`config.mk`:
```
export PLATFORM = sky130hd
export DESIGN_NAME = osc_bank
export DESIGN_NICKNAME = d
export VERILOG_FILES = /design/src/rtl/osc_pkg.sv /design/src/rtl/osc_channel.sv /design/src/rtl/osc_bank.sv
export SDC_FILE = /design/constraint.sdc
export NUM_CORES = 1
export LEC_CHECK = 0
export BUFFER_PORTS_ARGS = -buffer_cell sky130_fd_sc_hd__clkbuf_2
export CORE_MARGIN = 2
export CORE_UTILIZATION = 55
export CTS_CLUSTER_SIZE = 20
export DETAILED_ROUTE_END_ITERATION = 12
export PLACE_DENSITY = 0.8
export SLEW_MARGIN = 20
export SYNTH_ARGS = -nofsm -noshare
export SYNTH_HDL_FRONTEND = slang
export SYNTH_SLANG_ARGS = --single-unit
```
`constraint.sdc`:
```
create_clock -name clk -period 4.6 [get_ports clk]
set_clock_uncertainty 0.05 [all_clocks]
set_input_delay 0.46 -clock clk [delete_from_list [all_inputs] [get_ports clk]]
set_output_delay 0.46 -clock clk [all_outputs]
set_load 0.01 [all_outputs]
```
`src/rtl/osc_pkg.sv`:
```
// Shared types and helpers for the osc_bank multi-channel square-wave generator.
package osc_pkg;

  typedef enum logic [1:0] {OSC_DIS, OSC_HI, OSC_LO} osc_state_t;

  localparam int OSC_DEF_LEN = 1;

  // Select width for a channel index, never narrower than one bit.
  function automatic int sel_w(input int n);
    return (n > 1) ? $clog2(n) : 1;
  endfunction

endpackage

```
`src/rtl/osc_channel.sv`:
```
// One oscillator channel: DIS/HI/LO FSM, phase counter, current/pending lengths.
// OSC_ASYM_EN builds a separate low-phase length; otherwise low = high (50 % duty).
module osc_channel import osc_pkg::*; #(
  parameter int W       = 8,
  parameter int DEF_LEN = OSC_DEF_LEN
) (
  input  logic         clk,
  input  logic         rst,
  input  logic         en,
  input  logic         wr,
  input  logic [W-1:0] cfg_hi,
  input  logic [W-1:0] cfg_lo,
  output logic         pend,
  output logic         osc,
  output logic         tick
);

  osc_state_t   state, state_d;
  logic [W-1:0] cnt, cnt_d, cur_hi, pend_hi, hi_use, hi_eff, lo_eff, len;
  logic         osc_d, tick_d, wrap, apply;

`ifdef OSC_ASYM_EN
  logic [W-1:0] cur_lo, pend_lo;
  assign lo_eff = (cur_lo == '0) ? W'(1) : cur_lo;
`else
  logic unused_lo;
  assign unused_lo = ^cfg_lo;
  assign lo_eff    = (cur_hi == '0) ? W'(1) : cur_hi;
`endif

  // A pending update on a disabled channel takes effect on this edge, so an
  // enable on the same edge already counts with the new high length.
  assign hi_use = (state == OSC_DIS && pend) ? pend_hi : cur_hi;
  assign hi_eff = (hi_use == '0) ? W'(1) : hi_use;
  assign len    = (state == OSC_LO) ? lo_eff : hi_eff;
  assign wrap   = en && (cnt == len - W'(1));

  always_ff @(posedge clk) begin
    if (rst) state <= OSC_DIS;
    else     state <= state_d;
  end

  always_comb begin
    state_d = state;
    if (!en)                   state_d = OSC_DIS;
    else if (wrap)             state_d = (state == OSC_LO) ? OSC_HI : OSC_LO;
    else if (state == OSC_DIS) state_d = OSC_HI;
  end

  always_comb begin
    cnt_d  = (en && !wrap) ? cnt + W'(1) : '0;
    osc_d  = !en ? 1'b1 : (wrap ? ~osc : osc);
    tick_d = (osc_d != osc);
    apply  = pend && (state == OSC_DIS || wrap);
  end

  always_ff @(posedge clk) begin
    if (rst) begin
      cnt     <= '0;
      osc     <= 1'b1;
      tick    <= 1'b0;
      cur_hi  <= W'(DEF_LEN);
      pend_hi <= '0;
      pend    <= 1'b0;
`ifdef OSC_ASYM_EN
      cur_lo  <= W'(DEF_LEN);
      pend_lo <= '0;
`endif
    end else begin
      cnt  <= cnt_d;
      osc  <= osc_d;
      tick <= tick_d;
      if (apply) begin
        cur_hi <= pend_hi;
`ifdef OSC_ASYM_EN
        cur_lo <= pend_lo;
`endif
      end
      // wr only fires while pend is clear and apply only while it is set.
      if (wr) begin
        pend_hi <= cfg_hi;
`ifdef OSC_ASYM_EN
        pend_lo <= cfg_lo;
`endif
        pend    <= 1'b1;
      end else if (apply) begin
        pend <= 1'b0;
      end
    end
  end

endmodule

```
`src/rtl/osc_bank.sv`:
```
// CH independent programmable square-wave channels with a shared config port.
// OSC_ASYM_EN enables independent low-phase lengths (see osc_channel).
module osc_bank import osc_pkg::*; #(
  parameter int CH      = 4,
  parameter int W       = 8,
  parameter int DEF_LEN = OSC_DEF_LEN
) (
  input  logic                  clk,
  input  logic                  rst,
  input  logic [CH-1:0]         en,
  input  logic                  cfg_valid,
  input  logic [sel_w(CH)-1:0]  cfg_ch,
  input  logic [W-1:0]          cfg_hi,
  input  logic [W-1:0]          cfg_lo,
  output logic                  cfg_ready,
  output logic [CH-1:0]         osc,
  output logic [CH-1:0]         tick
);

  localparam int SW = sel_w(CH);

  logic [CH-1:0] pend, hit, wr;

  // Out-of-range channels are always ready; their writes land nowhere.
  always_comb begin
    cfg_ready = 1'b1;
    for (int i = 0; i < CH; i++)
      if (cfg_ch == SW'(i)) cfg_ready = ~pend[i];
  end

  generate
    for (genvar i = 0; i < CH; i++) begin : g_ch
      assign hit[i] = (cfg_ch == SW'(i));
      assign wr[i]  = cfg_valid & cfg_ready & hit[i];

      osc_channel #(.W(W), .DEF_LEN(DEF_LEN)) u_ch (
        .clk    (clk),
        .rst    (rst),
        .en     (en[i]),
        .wr     (wr[i]),
        .cfg_hi (cfg_hi),
        .cfg_lo (cfg_lo),
        .pend   (pend[i]),
        .osc    (osc[i]),
        .tick   (tick[i])
      );
    end
  endgenerate

endmodule

```
==> flow_summary.yaml, run 1 <==
power:
  combPwrFrac_pct: 9.5
  power.switching_uw: 651
  powerDensity_mw_per_mm2: 382
  seqPwrFrac_pct: 37.9
  swShare_pct: 22.8
  p_int_uw: 2210
  clkPwrFrac_pct: 52.6
  vdd_drop_max_v: 0.000327
  leakage_uw: 0.00292
logic_synthesis:
  synth-main-ff-cell: "dfxtp_1"
  ys_async_sr_fraction_pct: 0
  avgSynthCellArea_um2: 8.37
  synthTopCellsByArea: "dfxtp_1 35%, mux2i_1 8.0%, nand2_1 5.3%, xor2_1 5.0%, nor2_1 5.0%"
  yosysTopAreaCell: "dfxtp_1"
  ys_warn_count: 0
  synth-seq-area-share_pct: 35.0
  syn_area_mm2: 0.00664
  synthCells: 793
  synth_cell_type_count: 70
  synth_nets: 826
  synth-seq-cells: 116
  netlist.area_leader.share_pct: 35.0
  synth_edf_count: 0
floorplan:
  fp.dieArea_mm2: 0.0130
  die_w_um: 114
  start_util_pct: 55.7
  rows: 40
  io_pins: 34
  core-area_mm2: 0.0119
  die_h_um: 114
drt:
  drtPass1Iterations: 5
  postRouteAntennaNets: 0
  drt-wirelength-per-cell_um: 14.4
  vias: 5493
  post-route-drc-count: 0
  vias_per_cell: 5.72
  drt-initial-drc-count: 254
  drt_wl_total_mm: 13.9
global_routing:
  grt_pass1_wl_mm: 24.1
  gr-usage-all-layers_pct: 22.9
  grt_max_degree: 42
  antenna_found_initial: 0
  first_global_vias: 5191
  grt_overflow: 0
critical_path:
  max_stage_delay_ns: 0.63
  cp.arrival_ns: 4.57
  cp-end-kind: "flip-flop"
  r2r-start: "g_ch[2].u_ch.cur_hi[3]$_SDFFE_PP0P_"
  r2r_slack_ns: 0.27
  r2r-end: "g_ch[2].u_ch.cur_hi[2]$_SDFFE_PP0P_"
  worstPathMaxFanout: 13
  r2r_cells: 14
  critPathSlowestCell: "or4_1"
  worst_setup_path_start_kind: "flip-flop"
  required_ns: 4.84
  crit_chain: "nor3_1, nand4_1, a31oi_1, inv_1, ha_1, nor3b_1, xor2_1, mux2i_1, a2bb2oi_1, o2111ai_1, or4_1, buf_4, nor4bb_1, or3_1"
  crit_type: "flip-flop to flip-flop"
sta:
  final-hold-violation-count: 0
  tightestPinTransition_ns: 0.796
  report.final.slew_viol_count: 0
  whs_ns: 0.295
  setup_viol: 0
  setup_ws_ns: 0.271
  fin_crit_sh_pct: 94.1
  tns_ns: 0
  fin_crit_ns: 4.33
  max_freq_ghz: 0.231
  max-slew-margin-rel_pct: 46.5
  rsz0062_at_grt: "false"
finish:
  n_fill_cell: 988
  n_antenna_cell: 0
  area_delta_synth_final_pct: 12.8
  drive_above_1_share_pct: 11.4
  final_nets: 834
  multiInputGateArea_mm2: 0.00408
  seqCellArea_mm2: 0.00232
cts:
  clock_latency_ns: 0.41
  clock_sinks: 116
  clkSlewWorstSetupHoldPaths_ns: 0.05
  cts_buffers: 17
  htree_levels: 4
  ctsLongestPathBuffers: 2
  cts_tree: "yes"
  cts_root_buffer: "clkbuf_16"
run:
  maxCapViolCount: 0
hold_path:
  holdCritStartpoint: "en[2]"
  hold_path.class: "primary input to flip-flop"
  holdPathEnd: "g_ch[2].u_ch.state[1]$_SDFFE_PP0P_"
  hold_depth: 3
placed_design:
  dpl_worst_slack_ns: 0.387
  dp_hpwl_mm: 9.58
  port_buffers: 25
  gp_congestion: 0.852
run_status:
  status: "completed"
==> cell type report <==
class	instances	area share, %
Inverter	11	0.551
Clock buffer	22	6.33
Multi-Input combinational cell	621	54.4
Tap cell	147	2.45
Clock inverter	10	2.67
Timing Repair Buffer	34	2.57
Sequential cell	116	31.0
==> synth_stat cells (3+ instances only) <==
master / instances
a2bb2oi_1: 3
buf_2: 9
ha_1: 8
dfxtp_1: 116
o31ai_1: 3
and3_1: 15
nor2_1: 88
or4_1: 7
nor4b_1: 3
o32ai_1: 3
a211oi_1: 3
a211o_1: 3
nor3_1: 27
xor2_1: 38
nor3b_1: 9
or3_1: 12
buf_4: 9
o21ai_0: 9
nand3_1: 25
mux2_2: 6
o2111ai_1: 3
or2_2: 6
nor4bb_1: 8
nor2b_1: 9
xnor2_1: 37
nand2_1: 94
inv_1: 11
a21boi_0: 3
mux2i_1: 53
o211ai_1: 3
clkbuf_1: 25
a31oi_1: 3
nand2b_1: 33
nor4_1: 10
a21oi_1: 54
==> power by group through the flow <==
stage                     sequential [uW]  clock, uW  combinational [uW]
final                                1080       1500                 271
after global routing                 1090       1570                 301
after CTS                            1080       1520                 270
after detailed placement             1100          0                 267
after global placement               1100          0                 263
after floorplan                      1090          0                 222
==> worst max-delay path: cells and delay by family, from the launching register on <==
family                   cells  cell delay, ns
AO/OA/AOI/OAI                3            0.81
XOR/XNOR                     1            0.15
adder cells (fa/ha/maj)      1            0.25
buffers and inverters        2            0.32
flip-flops                   1            0.39
multiplexers                 1            0.26
AND/OR/NAND/NOR              6            1.97
==> routing by layer <==
metal,global-route usage (%),vias up,part of all wire (%)
met4,8.13,0,1.6
met3,5.90,20,4.7
met5,0,-,0
met1,29.6,2576,47
li1,-,2794,-
met2,37.1,103,47
==> per-stage QoR <==
stage,instances,power (uW),cell area (um2),utilization (%)
after detailed placement,929,1370,6810,57.2
final,961,2860,7490,62.9
after CTS,961,2870,7490,62.9
after global routing,961,2960,7490,62.9
after floorplan,793,1310,6640,-
after global placement,929,1370,6810,57.2
==> flip-flops by register name (all words and copies together), names as in the netlist <==
signal	flops
g_ch.u_ch.cnt	32
g_ch.u_ch.cur_hi	32
g_ch.u_ch.tick	4
g_ch.u_ch.pend_hi	32
g_ch.u_ch.state	8
g_ch.u_ch.pend	4
g_ch.u_ch.osc	4
==> cells by family (layout without fill, tap and decap cells) <==
| family | count (synthesis) | in the layout | share of synthesized area, % |
|---|---|---|---|
| AO/OA/AOI/OAI | 114 | 114 | 11.8 |
| buffers and inverters | 56 | 77 | 3.84 |
| flip-flops | 116 | 116 | 35.0 |
| multiplexers | 61 | 61 | 9.57 |
| XOR/XNOR | 76 | 76 | 10.1 |
| adder cells (fa/ha/maj) | 8 | 8 | 1.51 |
| AND/OR/NAND/NOR | 362 | 362 | 28.2 |
==> layout by cell type (no fill, tap or decap), types with 4 or more instances in the layout <==
cell type | Yosys | routed
inv_1 | 11 | 11
nor4bb_1 | 8 | 8
buf_4 | 9 | 9
or2_2 | 6 | 6
or4_1 | 7 | 7
o21ai_0 | 9 | 9
clkinv_2 | 0 | 4
clkbuf_16 | 0 | 17
xor2_1 | 38 | 38
nand3_1 | 25 | 25
nor3_1 | 27 | 27
xnor2_1 | 37 | 37
nor2b_1 | 9 | 9
nor2_1 | 88 | 88
and3_1 | 15 | 15
mux2_2 | 6 | 6
ha_1 | 8 | 8
nand2_1 | 94 | 94
nor3b_1 | 9 | 6
dfxtp_1 | 116 | 116
or3_1 | 12 | 12
nor4_1 | 10 | 10
nand2b_1 | 33 | 33
bufinv_16 | 0 | 6
clkbuf_2 | 0 | 24
mux2i_1 | 53 | 53
a21oi_1 | 54 | 54
==> worst max path at each step <==
stage,startpoint,endpoint,slack (ns),cells after the start
3_5_place_dp,g_ch[1].u_ch.pend$_SDFFE_PP0P_,g_ch[1].u_ch.cur_hi[0]$_SDFFE_PP1P_,0.39,11
4_1_cts,g_ch[1].u_ch.pend$_SDFFE_PP0P_,g_ch[1].u_ch.cur_hi[0]$_SDFFE_PP1P_,0.31,11
6_report,g_ch[2].u_ch.cur_hi[3]$_SDFFE_PP0P_,g_ch[2].u_ch.cur_hi[2]$_SDFFE_PP0P_,0.27,14
2_1_floorplan,g_ch[1].u_ch.pend$_SDFFE_PP0P_,g_ch[1].u_ch.cur_hi[0]$_SDFFE_PP1P_,0.61,12
5_1_grt,g_ch[2].u_ch.cur_hi[3]$_SDFFE_PP0P_,g_ch[2].u_ch.cur_hi[2]$_SDFFE_PP0P_,0.005,14
3_3_place_gp,g_ch[1].u_ch.pend$_SDFFE_PP0P_,g_ch[1].u_ch.cur_hi[0]$_SDFFE_PP1P_,0.45,11
==> what timing repair did <==
| action | CTS | global route |
|---|---|---|
| endpoints found under the setup margin | 0 | 14 |
| hold buffers | 0 | 0 |
| buffers inserted | 0 | 0 |
| gates resized for setup | 0 | 1 |
(Power assumes the default switching activity.)
==> run 2: changes to the inputs <==
Clock period 4.6 ns to 4.4 ns, I/O delays scaled along.
==> run 2 against run 1 <==
Register-to-register slack got worse by 0.06 ns; critical path type unchanged; critical endpoint is now g_ch[1].u_ch.cur_hi[0]$_SDFFE_PP1P_; clock power barely moved; clock-buffer cell count fell by 1.
==> flow_summary.yaml, run 2 (same netlist as run 1, synthesis figures left out) <==
run_status:
  status: "completed"
drt:
  vias_per_cell: 5.68
  drt-wirelength-per-cell_um: 14.6
  drt-initial-drc-count: 245
  postRouteAntennaNets: 0
  post-route-drc-count: 0
  drt_wl_total_mm: 14.0
  vias: 5474
  drtPass1Iterations: 4
critical_path:
  r2r-end: "g_ch[1].u_ch.cur_hi[0]$_SDFFE_PP1P_"
  required_ns: 4.65
  cp_top_family: "simple AND/OR/NAND/NOR gates"
  r2r-start: "g_ch[1].u_ch.pend_hi[7]$_SDFFE_PP0P_"
  r2r_slack_ns: 0.21
  r2r_cells: 12
  worst_setup_path_start_kind: "flip-flop"
  max_stage_delay_ns: 0.60
  cp.arrival_ns: 4.44
  worstPathMaxFanout: 9
  crit_buf_inv: 1
  cp-end-kind: "flip-flop"
  crit_chain: "or4_1, nor4bb_1, o31ai_1, ha_1, nor3b_2, xor2_1, mux4_2, mux2_2, nor4_1, a41oi_2, buf_4, a211o_1"
  critPathSlowestCell: "or4_1"
  crit_type: "flip-flop to flip-flop"
cts:
  clock_latency_ns: 0.41
  clkSlewWorstSetupHoldPaths_ns: 0.05
  cts_buffers: 17
  postCtsSetupBuffers: 0
  clock_sinks: 116
  ctsLongestPathBuffers: 2
  cts_hold_buf: 0
  cts_tree: "yes"
  cts_root_buffer: "clkbuf_16"
  htree_levels: 4
hold_path:
  hold_depth: 3
  holdPathEnd: "g_ch[0].u_ch.pend_hi[1]$_SDFFE_PP0P_"
  hold_path.class: "primary input to flip-flop"
  holdCritStartpoint: "cfg_hi[1]"
finish:
  final_nets: 838
  drive_above_1_share_pct: 12.4
  area_delta_synth_final_pct: 12.9
  reg_top3: "g_ch.u_ch.cnt: 32 flops, g_ch.u_ch.cur_hi: 32 flops, g_ch.u_ch.pend_hi: 32 flops"
  final_common_cell: "dfxtp_1"
  n_antenna_cell: 0
  final_util_pct: 62.9
  mostFrequentLayoutCells: "116 x dfxtp_1, 94 x nand2_1, 88 x nor2_1, 54 x a21oi_1, 53 x mux2i_1"
sta:
  tightestPinTransition_ns: 0.829
  tns_ns: 0
  final-hold-violation-count: 0
  setup_viol: 0
  rsz0062_at_grt: "false"
  max-slew-margin-rel_pct: 44.3
  max_freq_ghz: 0.238
  fin_crit_ns: 4.19
  report.final.slew_viol_count: 0
  fin_crit_sh_pct: 95.3
power:
  powerDensity_mw_per_mm2: 387
  leakage_uw: 0.00293
  vdd_drop_max_v: 0.000301
run:
  maxCapViolCount: 0
floorplan:
  start_util_pct: 55.7
  fp.dieArea_mm2: 0.0130
  die_w_um: 114
  io_pins: 34
  rows: 40
  core-area_mm2: 0.0119
  die_h_um: 114
global_routing:
  grt_pass1_wl_mm: 24.4
  grt_max_degree: 38
  first_global_vias: 5220
  gr-usage-all-layers_pct: 22.9
  antenna_found_initial: 0
  grt_overflow: 0
placed_design:
  port_buffers: 25
  gp_congestion: 0.860
  dp_hpwl_mm: 9.74
-- run 2: cell type report --
type / instances / area [um2]
Timing Repair Buffer: 38 / 223
Inverter: 11 / 41.3
Clock buffer: 21 / 480
Sequential cell: 116 / 2320
Clock inverter: 10 / 153
Multi-Input combinational cell: 621 / 4090
Fill cell: 985 / 4420
Tap cell: 147 / 184
-- run 2: where the power goes --
part | total, uW | internal, uW | switching (uW)
logic | 290 | 125 | 166
registers | 1130 | 1090 | 45.4
clock network | 1480 | 998 | 480
-- run 2: timing repair --
action	4_1_cts	5_1_grt
hold endpoints to repair	0	0
gates resized for setup	0	4
setup endpoints to repair	0	15
-- run 2: worst max-delay path by stage --
| stage | cells after the start | slack, ns | from | endpoint |
|---|---|---|---|---|
| 2_1_floorplan | 12 | 0.41 | g_ch[1].u_ch.pend$_SDFFE_PP0P_ | g_ch[1].u_ch.cur_hi[0]$_SDFFE_PP1P_ |
| 4_1_cts | 12 | 0.22 | g_ch[1].u_ch.pend_hi[7]$_SDFFE_PP0P_ | g_ch[1].u_ch.pend$_SDFFE_PP0P_ |
| 3_5_place_dp | 12 | 0.28 | g_ch[1].u_ch.pend$_SDFFE_PP0P_ | g_ch[1].u_ch.pend$_SDFFE_PP0P_ |
| 6_report | 12 | 0.21 | g_ch[1].u_ch.pend_hi[7]$_SDFFE_PP0P_ | g_ch[1].u_ch.cur_hi[0]$_SDFFE_PP1P_ |
| 5_1_grt | 12 | 0.03 | g_ch[1].u_ch.pend_hi[7]$_SDFFE_PP0P_ | g_ch[1].u_ch.pend$_SDFFE_PP0P_ |
| 3_3_place_gp | 12 | 0.32 | g_ch[1].u_ch.pend$_SDFFE_PP0P_ | g_ch[1].u_ch.pend$_SDFFE_PP0P_ |
-- run 2: worst register-to-register path, cell delays in order (launching register included) --
cell	delay, ns
dfxtp_1	0.34
or4_1	0.60
nor4bb_1	0.41
o31ai_1	0.17
ha_1	0.25
nor3b_2	0.19
xor2_1	0.15
mux4_2	0.45
mux2_2	0.28
nor4_1	0.51
a41oi_2	0.17
buf_4	0.21
a211o_1	0.30
-- run 2: through the flow --
step / hold slack [ns] / instance area [um2] / total power [uW] / worst slack [ns] / cells
2_1_floorplan: 0.386 / 6640 / 1370 / 0.409 / 793
3_3_place_gp: 0.405 / 6840 / 1430 / 0.322 / 933
3_5_place_dp: 0.415 / 6840 / 1440 / 0.275 / 933
4_1_cts: 0.262 / 7480 / 2910 / 0.216 / 964
5_1_grt: 0.276 / 7490 / 3000 / 0.0342 / 964
6_report: 0.280 / 7490 / 2900 / 0.207 / 964
-- run 2: metal layers --
layer | up-vias | global-route usage [%] | wire length, um
li1 | 2792 | - | -
met1 | 2580 | 30.3 | 6780
met2 | 88 | 37.0 | 6540
met3 | 14 | 6.11 | 580
met4 | 0 | 6.83 | 146
met5 | - | 0 | 0
==> run 3: changes to the inputs <==
Settings changed: CORE_MARGIN 2 to 1.5, RECOVER_POWER set to 100.
==> run 3 against run 2 <==
The run now ends with capacitance limit, slew limit left; critical path depth increased by 1; non-clock buffer count fell by 3; combinational power shrank 1%; critical path type unchanged; critical endpoint is now g_ch[1].u_ch.cur_hi[4]$_SDFFE_PP0P_; largest cell class unchanged.
==> flow_summary.yaml, run 3 (same netlist as run 1, synthesis figures left out) <==
run_status:
  status: "finished, violations left"
  violations: "capacitance limit, slew limit"
critical_path:
  max_stage_delay_ns: 0.64
  r2r-start: "g_ch[1].u_ch.pend_hi[4]$_SDFFE_PP0P_"
  required_ns: 4.56
  r2r_cells: 13
  cp_top_family: "simple AND/OR/NAND/NOR gates"
  crit_buf_inv: 1
  worst_setup_path_start_kind: "flip-flop"
  cp-end-kind: "flip-flop"
  r2r-end: "g_ch[1].u_ch.cur_hi[4]$_SDFFE_PP0P_"
  crit_type: "flip-flop to flip-flop"
  r2r_slack_ns: 0.22
  worstPathMaxFanout: 9
  crit_chain: "or4_1, nor4bb_1, o31ai_1, ha_1, nor3b_2, xor2_1, mux4_2, mux2_2, nor4_2, a41oi_2, buf_2, mux2i_1, nor2_1"
  cp.arrival_ns: 4.33
  critPathSlowestCell: "or4_1"
global_routing:
  grt_max_degree: 54
  gr-usage-all-layers_pct: 23.9
  first_global_vias: 5518
  antenna_found_initial: 0
  use_met2_pct: 40.7
  grt_pass1_wl_mm: 25.1
  grt_use_met1_pct: 29.5
  grt-busiest-layer: "met2"
  grt_use_met3_pct: 5.78
  grt_overflow: 0
floorplan:
  die_w_um: 113
  io_pins: 34
  die_h_um: 113
  core-area_mm2: 0.0116
  rows: 39
  start_util_pct: 57.2
  fp.dieArea_mm2: 0.0127
power:
  powerDensity_mw_per_mm2: 373
  leakage_uw: 0.00287
  vdd_drop_max_v: 0.000287
finish:
  mostFrequentLayoutCells: "116 x dfxtp_1, 94 x nand2_1, 88 x nor2_1, 54 x a21oi_1, 53 x mux2i_1"
  area_delta_synth_final_pct: 11.6
  n_antenna_cell: 0
  reg_top3: "g_ch.u_ch.cnt: 32 flops, g_ch.u_ch.cur_hi: 32 flops, g_ch.u_ch.pend_hi: 32 flops"
  fin_cells: 957
  drive_above_1_share_pct: 10.9
  final_util_pct: 63.8
  final_nets: 835
  final_common_cell: "dfxtp_1"
drt:
  drtPass1Iterations: 5
  drt-wirelength-per-cell_um: 15.3
  drt-initial-drc-count: 309
  post-route-drc-count: 0
  postRouteAntennaNets: 0
  drt_wl_total_mm: 14.6
  vias_per_cell: 5.95
  vias: 5698
sta:
  setup_ws_ns: 0.222
  max-slew-margin-rel_pct: -42.2
  tns_ns: 0
  tightestPinTransition_ns: 2.13
  fin_crit_ns: 4.18
  final-hold-violation-count: 0
  report.final.slew_viol_count: 53
  whs_ns: 0.272
  fin_crit_sh_pct: 95.0
  setup_viol: 0
  rsz0062_at_grt: "false"
  max_freq_ghz: 0.239
cts:
  clkSlewWorstSetupHoldPaths_ns: 0.05
  cts_tree: "yes"
  clock_latency_ns: 0.41
  clock_sinks: 116
  cts_buffers: 17
  ctsLongestPathBuffers: 2
  htree_levels: 4
  cts_root_buffer: "clkbuf_16"
placed_design:
  dp.cells: 926
  gp_congestion: 0.932
  dp_hpwl_mm: 10.2
  port_buffers: 25
  dpl_worst_slack_ns: 0.156
hold_path:
  holdCritStartpoint: "en[1]"
  holdPathEnd: "g_ch[1].u_ch.state[1]$_SDFFE_PP0P_"
  hold_path.class: "primary input to flip-flop"
  hold_depth: 3
run:
  maxCapViolCount: 1
run 3: cell types whose count changed in the layout (fill, tap and decap cells not counted), moves of 2 or more:
cell and delta:
clkinvlp_4 +2, bufinv_16 -2, buf_4 -5, clkbuf_1 +10
nor4_1 -2, nor4_2 +2, clkbuf_2 -8
run 3: what timing repair did:
action | CTS | global route
buffers inserted | 0 | 0
hold buffers | 0 | 0
gates resized for setup | 0 | 8
endpoints found under the setup margin | 0 | 28
run 3: cell type report:
class	count	area (um2)
clock inverter	9	103
clock buffer	22	484
multi-input combinational	621	4100
fill	920	4200
inverter	11	41.3
timing repair buffer	35	184
sequential	116	2320
tap	143	179
run 3: layer usage:
layer  part of all wire [%]  wire, um
met1                     43      6340
met2                     50      7280
met3                    5.4       794
met4                    1.5       216
met5                      0         0
run 3: how the worst max path moves through the flow:
stage	startpoint	endpoint	slack, ns	cells after the start
global placement	g_ch[1].u_ch.pend_hi[4]$_SDFFE_PP0P_	g_ch[1].u_ch.pend$_SDFFE_PP0P_	0.36	12
floorplan	g_ch[1].u_ch.pend$_SDFFE_PP0P_	g_ch[1].u_ch.cur_hi[0]$_SDFFE_PP1P_	0.41	12
detailed placement	g_ch[1].u_ch.pend$_SDFFE_PP0P_	g_ch[1].u_ch.pend$_SDFFE_PP0P_	0.16	12
finish	g_ch[1].u_ch.pend_hi[4]$_SDFFE_PP0P_	g_ch[1].u_ch.cur_hi[4]$_SDFFE_PP0P_	0.22	13
global route	g_ch[2].u_ch.pend$_SDFFE_PP0P_	g_ch[2].u_ch.cur_hi[5]$_SDFFE_PP0P_	0.008	15
CTS	g_ch[1].u_ch.pend$_SDFFE_PP0P_	g_ch[1].u_ch.pend$_SDFFE_PP0P_	0.17	12
run 3: report_power, final:
part / internal (uW) / total, uW / switching [uW]
Clock: 884 / 1350 / 464
Combinational: 117 / 286 / 170
Sequential: 1090 / 1130 / 47.2
run 3: worst register-to-register path: cells and delay by family (launching register included):
kind                       cells  cell delay [ns]
AOI/OAI and AO/OA              2             0.31
xor gates and xnor gates       1             0.16
adders and majority gates      1             0.26
buffers and inverters          1             0.23
DFF                            1             0.39
muxes                          3             0.97
and+or+nand+nor                5             1.62
run 3: stage by stage:
stage | total power (uW) | instance area, um2
6_report | 2770 | 7410
5_1_grt | 2870 | 7410
4_1_cts | 2790 | 7400
3_5_place_dp | 1440 | 6820
3_3_place_gp | 1420 | 6820
2_1_floorplan | 1370 | 6640
